**src/rtl/reserved_slot_arbiter_if.sv**
```systemverilog
// Gate-side bundle for the reserved-slot arbiter: load path, two request/grant
// channels, the response strobe and the published occupancy map.
interface reserved_slot_arbiter_if #(
  parameter int N_SLOTS = 16,
  parameter int FLAT_W  = 5
) ();
  logic              load_en;
  logic [N_SLOTS:0]  load_map;
  logic              entry_req;
  logic [FLAT_W-1:0] entry_flat;
  logic              entry_gnt;
  logic              exit_req;
  logic [FLAT_W-1:0] exit_flat;
  logic              exit_gnt;
  logic              resp_valid;
  logic              resp_ok;
  logic              resp_exit;
  logic              resp_range;
  logic [FLAT_W-1:0] resp_flat;
  logic [N_SLOTS:0]  occ_map;
  logic [FLAT_W:0]   occ_count;
  logic              busy;

  modport master (
    output load_en, load_map, entry_req, entry_flat, exit_req, exit_flat,
    input  entry_gnt, exit_gnt, resp_valid, resp_ok, resp_exit, resp_range,
           resp_flat, occ_map, occ_count, busy
  );

  modport slave (
    input  load_en, load_map, entry_req, entry_flat, exit_req, exit_flat,
    output entry_gnt, exit_gnt, resp_valid, resp_ok, resp_exit, resp_range,
           resp_flat, occ_map, occ_count, busy
  );
endinterface

```
**src/rtl/reserved_slot_arbiter.sv**
```systemverilog
// Sole owner of the reserved-slot occupancy map: arbitrates entry/exit gate
// requests round-robin and checks/updates one flat bit per transaction.
module reserved_slot_arbiter #(
  parameter int N_SLOTS = 16,
  parameter int FLAT_W  = 5
) (
  input logic                    clk_i,
  input logic                    rst_i,
  reserved_slot_arbiter_if.slave bus
);
  localparam int MAP_W = N_SLOTS + 1;
  localparam logic [FLAT_W-1:0] MAX_FLAT = FLAT_W'(N_SLOTS);
  localparam logic [FLAT_W:0]   CNT_ONE  = (FLAT_W+1)'(1);

  typedef enum logic [1:0] {
    ST_IDLE = 2'd0,
    ST_EXEC = 2'd1,
    ST_RESP = 2'd2
  } state_e;

  state_e            state_q;
  logic [MAP_W-1:0]  occ_map_q;
  logic [FLAT_W:0]   occ_count_q;
  logic [FLAT_W-1:0] flat_q;
  logic              exit_q;
  logic              rr_exit_q;
  logic              busy_q;
  logic              resp_valid_q;
  logic              resp_ok_q;
  logic              resp_exit_q;
  logic              resp_range_q;
  logic [FLAT_W-1:0] resp_flat_q;

  logic              entry_win;
  logic              exit_win;
  logic [MAP_W-1:0]  map_d;
  logic [FLAT_W:0]   count_d;
  logic              ok_d;
  logic              range_d;
  logic [MAP_W-1:0]  flat_mask;

  function automatic logic [FLAT_W:0] popcount(input logic [MAP_W-1:0] map);
    logic [FLAT_W:0] cnt;
    cnt = (FLAT_W+1)'(0);
    for (int k = 0; k < MAP_W; k++) begin
      cnt = cnt + (FLAT_W+1)'(map[k]);
    end
    return cnt;
  endfunction

  // Grant decision: only in IDLE, load wins, ties go to the side not served last
  always_comb begin
    entry_win = 1'b0;
    exit_win  = 1'b0;
    if ((state_q == ST_IDLE) && !rst_i && !bus.load_en) begin
      if (bus.entry_req && bus.exit_req) begin
        entry_win = rr_exit_q;
        exit_win  = !rr_exit_q;
      end else begin
        entry_win = bus.entry_req;
        exit_win  = bus.exit_req;
      end
    end else begin
      entry_win = 1'b0;
      exit_win  = 1'b0;
    end
  end

  // Check-and-update of the latched flat, applied on the EXEC edge
  always_comb begin
    map_d     = occ_map_q;
    count_d   = occ_count_q;
    ok_d      = 1'b0;
    range_d   = 1'b0;
    flat_mask = MAP_W'(1) << flat_q;
    if (flat_q > MAX_FLAT) begin
      range_d = 1'b1;
    end else if (!exit_q && !occ_map_q[flat_q]) begin
      map_d   = occ_map_q | flat_mask;
      count_d = occ_count_q + CNT_ONE;
      ok_d    = 1'b1;
    end else if (exit_q && occ_map_q[flat_q]) begin
      map_d   = occ_map_q & ~flat_mask;
      count_d = occ_count_q - CNT_ONE;
      ok_d    = 1'b1;
    end else begin
      ok_d    = 1'b0;
    end
  end

  // Transaction FSM with all outputs registered
  always_ff @(posedge clk_i) begin
    if (rst_i) begin
      state_q      <= ST_IDLE;
      occ_map_q    <= '0;
      occ_count_q  <= '0;
      flat_q       <= '0;
      exit_q       <= 1'b0;
      rr_exit_q    <= 1'b1;
      busy_q       <= 1'b0;
      resp_valid_q <= 1'b0;
      resp_ok_q    <= 1'b0;
      resp_exit_q  <= 1'b0;
      resp_range_q <= 1'b0;
      resp_flat_q  <= '0;
    end else begin
      resp_valid_q <= 1'b0;
      case (state_q)
        ST_IDLE: begin
          if (bus.load_en) begin
            occ_map_q   <= bus.load_map;
            occ_count_q <= popcount(bus.load_map);
          end else if (entry_win || exit_win) begin
            flat_q    <= exit_win ? bus.exit_flat : bus.entry_flat;
            exit_q    <= exit_win;
            rr_exit_q <= exit_win;
            busy_q    <= 1'b1;
            state_q   <= ST_EXEC;
          end else begin
            busy_q <= 1'b0;
          end
        end
        ST_EXEC: begin
          occ_map_q    <= map_d;
          occ_count_q  <= count_d;
          resp_valid_q <= 1'b1;
          resp_ok_q    <= ok_d;
          resp_exit_q  <= exit_q;
          resp_range_q <= range_d;
          resp_flat_q  <= flat_q;
          state_q      <= ST_RESP;
        end
        ST_RESP: begin
          busy_q  <= 1'b0;
          state_q <= ST_IDLE;
        end
        default: begin
          busy_q  <= 1'b0;
          state_q <= ST_IDLE;
        end
      endcase
    end
  end

  assign bus.entry_gnt  = entry_win;
  assign bus.exit_gnt   = exit_win;
  assign bus.resp_valid = resp_valid_q;
  assign bus.resp_ok    = resp_ok_q;
  assign bus.resp_exit  = resp_exit_q;
  assign bus.resp_range = resp_range_q;
  assign bus.resp_flat  = resp_flat_q;
  assign bus.occ_map    = occ_map_q;
  assign bus.occ_count  = occ_count_q;
  assign bus.busy       = busy_q;
endmodule

```
**src/flat_wrapper.sv**
```systemverilog
// flat-port wrapper written by rule: the top's interface ports become plain ports
module reserved_slot_arbiter_flat 
#(
  parameter int N_SLOTS = 16,
  parameter int FLAT_W  = 5
)
  (clk_i, rst_i, bus_load_en, bus_load_map, bus_entry_req, bus_entry_flat, bus_exit_req, bus_exit_flat, bus_entry_gnt, bus_exit_gnt, bus_resp_valid, bus_resp_ok, bus_resp_exit, bus_resp_range, bus_resp_flat, bus_occ_map, bus_occ_count, bus_busy);
  reserved_slot_arbiter_if #(.N_SLOTS(N_SLOTS), .FLAT_W(FLAT_W)) bus_i ();
  input logic clk_i;
  input logic rst_i;
  input wire logic [$bits(bus_i.load_en)-1:0] bus_load_en;
  input wire logic [$bits(bus_i.load_map)-1:0] bus_load_map;
  input wire logic [$bits(bus_i.entry_req)-1:0] bus_entry_req;
  input wire logic [$bits(bus_i.entry_flat)-1:0] bus_entry_flat;
  input wire logic [$bits(bus_i.exit_req)-1:0] bus_exit_req;
  input wire logic [$bits(bus_i.exit_flat)-1:0] bus_exit_flat;
  output wire logic [$bits(bus_i.entry_gnt)-1:0] bus_entry_gnt;
  output wire logic [$bits(bus_i.exit_gnt)-1:0] bus_exit_gnt;
  output wire logic [$bits(bus_i.resp_valid)-1:0] bus_resp_valid;
  output wire logic [$bits(bus_i.resp_ok)-1:0] bus_resp_ok;
  output wire logic [$bits(bus_i.resp_exit)-1:0] bus_resp_exit;
  output wire logic [$bits(bus_i.resp_range)-1:0] bus_resp_range;
  output wire logic [$bits(bus_i.resp_flat)-1:0] bus_resp_flat;
  output wire logic [$bits(bus_i.occ_map)-1:0] bus_occ_map;
  output wire logic [$bits(bus_i.occ_count)-1:0] bus_occ_count;
  output wire logic [$bits(bus_i.busy)-1:0] bus_busy;
  assign bus_i.load_en = bus_load_en;
  assign bus_i.load_map = bus_load_map;
  assign bus_i.entry_req = bus_entry_req;
  assign bus_i.entry_flat = bus_entry_flat;
  assign bus_i.exit_req = bus_exit_req;
  assign bus_i.exit_flat = bus_exit_flat;
  assign bus_entry_gnt = bus_i.entry_gnt;
  assign bus_exit_gnt = bus_i.exit_gnt;
  assign bus_resp_valid = bus_i.resp_valid;
  assign bus_resp_ok = bus_i.resp_ok;
  assign bus_resp_exit = bus_i.resp_exit;
  assign bus_resp_range = bus_i.resp_range;
  assign bus_resp_flat = bus_i.resp_flat;
  assign bus_occ_map = bus_i.occ_map;
  assign bus_occ_count = bus_i.occ_count;
  assign bus_busy = bus_i.busy;
  reserved_slot_arbiter #(.N_SLOTS(N_SLOTS), .FLAT_W(FLAT_W)) u_core (.clk_i(clk_i), .rst_i(rst_i), .bus(bus_i));
endmodule
```
**config.mk**
```make
export PLATFORM = sky130hd
export DESIGN_NAME = reserved_slot_arbiter_flat
export DESIGN_NICKNAME = d
export VERILOG_FILES = /design/src/rtl/reserved_slot_arbiter_if.sv /design/src/rtl/reserved_slot_arbiter.sv /design/src/flat_wrapper.sv
export SDC_FILE = /design/constraint.sdc
export NUM_CORES = 1
export LEC_CHECK = 0
export CORE_MARGIN = 8
export CORE_UTILIZATION = 45
export CTS_CLUSTER_SIZE = 25
export DETAILED_ROUTE_END_ITERATION = 16
export PLACE_DENSITY = 0.76
export RECOVER_POWER = 50
export SLEW_MARGIN = 5
export SYNTH_ARGS = -nofsm -noshare
export SYNTH_HDL_FRONTEND = slang
export SYNTH_SLANG_ARGS = --single-unit
```
**constraint.sdc**
```tcl
create_clock -name clk_i -period 4.22 [get_ports clk_i]
set_clock_uncertainty 0.1 [all_clocks]
set_input_delay 0.844 -clock clk_i [delete_from_list [all_inputs] [get_ports clk_i]]
set_output_delay 0.844 -clock clk_i [all_outputs]
set_load 0.005 [all_outputs]
```
### Word level (Yosys, flattened, before mapping)

Index checks and enable logic that the tools add are counted.

* bits of input ports: 32
* register bits: 42
* word-level logic and storage cells: 89
* output and inout bits: 35

* shifts and indexed selects: 1
* $lt $le $gt $ge: 2
* reductions and logical operators: 17
* equal/unequal tests: 6
* add/subtract/negate cells: 18
* mux-type cells: 28
* bitwise gates (word level): 5

Operator list (count)
* $add A6 B1 Y6: 15
* $mux W17: 4
* $pmux W17 S2: 1
* $mux W6: 4
* $and A17 B17 Y17: 1
* $not A17 Y17: 1
* $or A17 B17 Y17: 1
* $shl A1 B5 Y17 const A: 1
* $mux W1: 12
* $pmux W6 S2: 1
* $ne A2 B2 Y1 const B: 4
* $add A6 B1 Y6 const B: 1
* $lt A5 B6 Y1 const B: 1
* $sub A6 B1 Y6 const B: 1
* $bmux W1 S5: 1
* $gt A5 B5 Y1 const B: 1
* $logic_and A1 B1 Y1: 5
* $logic_not A1 Y1: 5
* $mux W5: 1
* $mux W2: 2
* $pmux W2 S2: 1
* $reduce_and A2 Y1: 2
* $reduce_and A4 Y1: 1
* $ne A3 B1 Y1 const B: 1
* other kinds (8): 9

### Logic depth before layout (Yosys ltp)

* depth after elaboration: 18
* gate-level depth with buffers: 14
* gate-level depth less buffers: 14

### Worst setup path after synthesis

OpenSTA, ideal clock, no wires.

* path type: input -> register
* start point: input port bus_load_map[0]
* end point: register u_core.occ_count_q[4] (netlist: u_core.bus.occ_count[4])
* path slack: -244 ps
* cell stages on the path: 14
* data arrival time: 4291 ps
* data required time: 4047 ps
* setup time: 73 ps
* path buffers: 0
* cell sequence: ha_1 inv_1 fa_1 fa_1 fa_1 fa_1 inv_1 ha_1 inv_1 fa_1 nor2b_1 o21ai_0 or4_4 o211ai_2

* cells in the longest elaborated chain, start to end: 18

RTL lines
* from (decl): line flat_wrapper.sv:12 `input wire logic [$bits(bus_i.load_map)-1:0] bus_load_map;`
* $add A1 B1 Y2: line reserved_slot_arbiter.sv:46 `cnt = cnt + (FLAT_W+1)'(map[k]);`
* $add A6 B1 Y6 (15 in series): line reserved_slot_arbiter.sv:46
* $mux W6: line reserved_slot_arbiter.sv:110 `if (bus.load_en) begin`
* $pmux W6 S2: line reserved_slot_arbiter.sv:108 `case (state_q)`
* to (signal assigned): line reserved_slot_arbiter.sv:112 `occ_count_q <= popcount(bus.load_map);`
* to (signal assigned): line reserved_slot_arbiter.sv:125 `occ_count_q <= count_d;`
* to (decl): line reserved_slot_arbiter.sv:23 `logic [FLAT_W:0] occ_count_q;`

Every way passes these cells. The select of a mux whose other input is x is not followed.
A chain may end at the register's enable or synchronous reset.

### Final worst setup path

Ends and elaborated chain as after synthesis.

==> results.sh <==
export IMPL_synth_flop_cell="dfxtp_1"
export IMPL_hpwl_mm=6.47
export IMPL_worst_slack_ns=-0.00316
export IMPL_io_pins=67
export IMPL_die_w_um=96.7
export IMPL_failed_checks="setup timing"
export IMPL_ys_seq_area_share_pct=28.7
export IMPL_initial_utilization_pct=46.4
export IMPL_rsz0062_at_grt="true"
export IMPL_synth_edf_count=0
export IMPL_drt_iter0_drc=242
export IMPL_critPathMaxStageDelay_ns=0.51
export IMPL_cts_sinks=42
export IMPL_htree_levels=2
export IMPL_synth_area_top_cells="dfxtp_1, fa_1, a21oi_1"
export IMPL_arrival_ns=4.36
export IMPL_first_pass_iters=5
export IMPL_cts_tree="built"
export IMPL_synthCells=337
export IMPL_cts_buffers=5
export IMPL_clk_path_buf_depth=2
export IMPL_synthArstFlopShare_pct=0
export IMPL_ys_ff_latch=42
export IMPL_final_hold_viol_count=0
export IMPL_required_ns=4.36
export IMPL_rows=29
export IMPL_syn_area_um2=2930
export IMPL_drc=0
export IMPL_path_buf_inv=4
export IMPL_slew_viol_final=0
export IMPL_path_max_fanout=2
export IMPL_area_delta_synth_final_pct=29.5
export IMPL_yosys_cell_count_top_type="dfxtp_1"
export IMPL_grt_antenna_before_repair=0
export IMPL_tightestPinTransition_ns=0.776
export IMPL_core_area_um2=6310
export IMPL_outcome="complete, but fails checks"
export IMPL_netlist_top_cells_count="dfxtp_1, a21oi_1, inv_1"
export IMPL_synth_top_cell_by_area="dfxtp_1"
export IMPL_drive_above_1_share_pct=11.7
export IMPL_crit_top_cell="fa_1"
export IMPL_p_leak_nw=1.47
export IMPL_start_kind="input port"
export IMPL_detail_route_vias_per_cell=5.97
export IMPL_clock_fmax_mhz=237
export IMPL_wl_mm=8.49
export IMPL_synth_top_area_share_pct=28.7
export IMPL_fin_nets=456
export IMPL_die_area_um2=9350
export IMPL_clock_latency_ns=0.30
export IMPL_p_per_area_nw_per_um2=374
export IMPL_clockRootBuffer="clkbuf_8"
export IMPL_ys_warn_count=0
export IMPL_globalplace_congestion=0.839
export IMPL_grt_pass1_wl_mm=14.1
export IMPL_timing_final_crit_share_pct=100
export IMPL_syn_num_nets=393
export IMPL_routedWlPerCell_um=17.8
export IMPL_diodes=0
export IMPL_ys_types=58
export IMPL_holdWs_ns=0.357
export IMPL_cap_viol_max_count=0
export IMPL_vias=2855
export IMPL_ant_nets=0
export IMPL_grt_max_degree=43
export IMPL_irDropWorstVdd_uv=237
export IMPL_syn_avg_cell_area_um2=8.69
export IMPL_path_cells="buf_8 -> ha_4 -> inv_2 -> fa_1 -> fa_1 -> fa_1 -> fa_1 -> inv_1 -> ha_2 -> inv_2 -> fa_2 -> nor2b_2 -> o21ai_1 -> or4_4 -> o211ai_2"
export IMPL_post_route_min_period_ns=4.22
export IMPL_finalSetupViolCount=1
export IMPL_port_buffers=66
export IMPL_endpoint_kind="flop"
export IMPL_hold_path_class="flop to flop"
export IMPL_grt_total_usage_pct=17.9
export IMPL_die_height_um=96.7
export IMPL_slew_limit_headroom_pct=48.2
export IMPL_worst_setup_path_type="input port to flop"
export IMPL_grt_overflow_total=0
export IMPL_grt_pass1_vias=2830
export IMPL_crit_slowest_cell="fa_1"
export IMPL_critical_path_top_delay_family="adder cells"
export IMPL_fin_util_pct=60.1
export IMPL_clk_pin_slew_ns=0.09
==> worst reg2reg max path: cells and delay by family, from the launching register on <==
kind / cells / cell delay (ns)
mux: 2 / 0.69
flops: 1 / 0.61
simple gates: 4 / 0.73
compound gates: 2 / 0.43
fa+ha+maj: 2 / 0.52
buf+inv: 1 / 0.17
==> where the power goes <==
group,internal [mW],switching [mW]
sequential,0.436,0.0488
clock,0.117,0.149
combinational,0.349,0.317
==> per-layer routing <==
| metal | share of wire, % | GRT usage, % | routed length [um] | vias to the layer above |
|---|---|---|---|---|
| met1 | 44 | 22.6 | 3740 | 1343 |
| met5 | 0 | 0 | 0 | - |
| met4 | 1.5 | 5.09 | 128 | 0 |
| li1 | - | - | - | 1372 |
| met2 | 48 | 29.2 | 4040 | 129 |
| met3 | 6.9 | 4.34 | 582 | 11 |
==> layout make-up <==
cell class              count  area (um^2)
clock buffers               6         72.6
clock inverters             2         13.8
fillers                   575         2520
inverters                  28          105
multi-input cells         238         1860
flip-flops and latches     42          841
well taps                  77         96.3
repair buffers             85          801
==> worst paths after layout <==
check / slack (ns) / to / from / cells past startpoint
worst max-delay path: -0.003 / u_core.bus.occ_count[4] / bus_load_map[0] / 15
worst min-delay path: 0.36 / u_core.bus.resp_flat[0] / u_core.bus.resp_flat[0] / 2
worst max register to register: 0.86 / u_core.bus.occ_count[3] / u_core.flat_q[1] / 11
worst min register to register: 0.36 / u_core.bus.resp_flat[0] / u_core.bus.resp_flat[0] / 2
==> through the flow <==
step	instance area (um^2)	total power [mW]	std cells	worst slack, ns	setup TNS (ns)
final	3790	1.42	478	-0.00316	-0.00316
after global routing	3790	1.52	478	-0.113	-0.220
after CTS	3790	1.41	478	-0.272	-0.453
after detailed placement	3670	1.11	468	-0.731	-2.56
after global placement	3670	1.09	468	-0.634	-2.15
after floorplan	2930	0.882	337	-0.127	-0.127
==> cells by family (layout without fill, tap and decap cells) <==
| logic type | count (synthesis) | after routing | synth area share [%] |
|---|---|---|---|
| buffers and inverters | 57 | 121 | 8.59 |
| xor gates and xnor gates | 4 | 4 | 1.20 |
| muxes | 12 | 12 | 6.07 |
| and+or+nand+nor | 90 | 90 | 16.3 |
| adders and majority gates | 24 | 24 | 13.3 |
| DFF | 42 | 42 | 28.7 |
| AOI/OAI and AO/OA | 108 | 108 | 25.8 |
==> timing repair <==
action	CTS	global route
resized for setup	28	8
setup endpoints to repair	4	4
buffers inserted	2	0
endpoints found under the hold margin	0	0
pin swaps	13	11
hold buffers	0	0
==> cell usage in the layout, fill, tap and decap left out, drive strengths merged, types with 2 or more instances in the layout <==
master	synthesis	final
a22oi	4	4
buf	19	21
and3	3	3
nand3b	2	2
dfxtp	42	42
a21oi	33	33
dlygate4sd2	0	5
clkinv	0	2
a211oi	17	17
o211ai	2	2
mux4	4	4
nor3	9	9
a21o	3	3
clkbuf	10	8
or4	2	2
fa	12	12
inv	28	28
mux2i	8	8
nand3	8	8
clkdlybuf4s50	0	55
a2bb2oi	3	3
nor2b	3	3
nor3b	4	4
nand2	18	18
nor4	4	4
o21ai	16	16
ha	12	12
nand2b	6	6
o41ai	6	6
nor2	20	20
a311oi	11	11
xnor2	3	3
or3	3	3
o31ai	3	3
No activity file was read; power rests on OpenSTA's default activity.
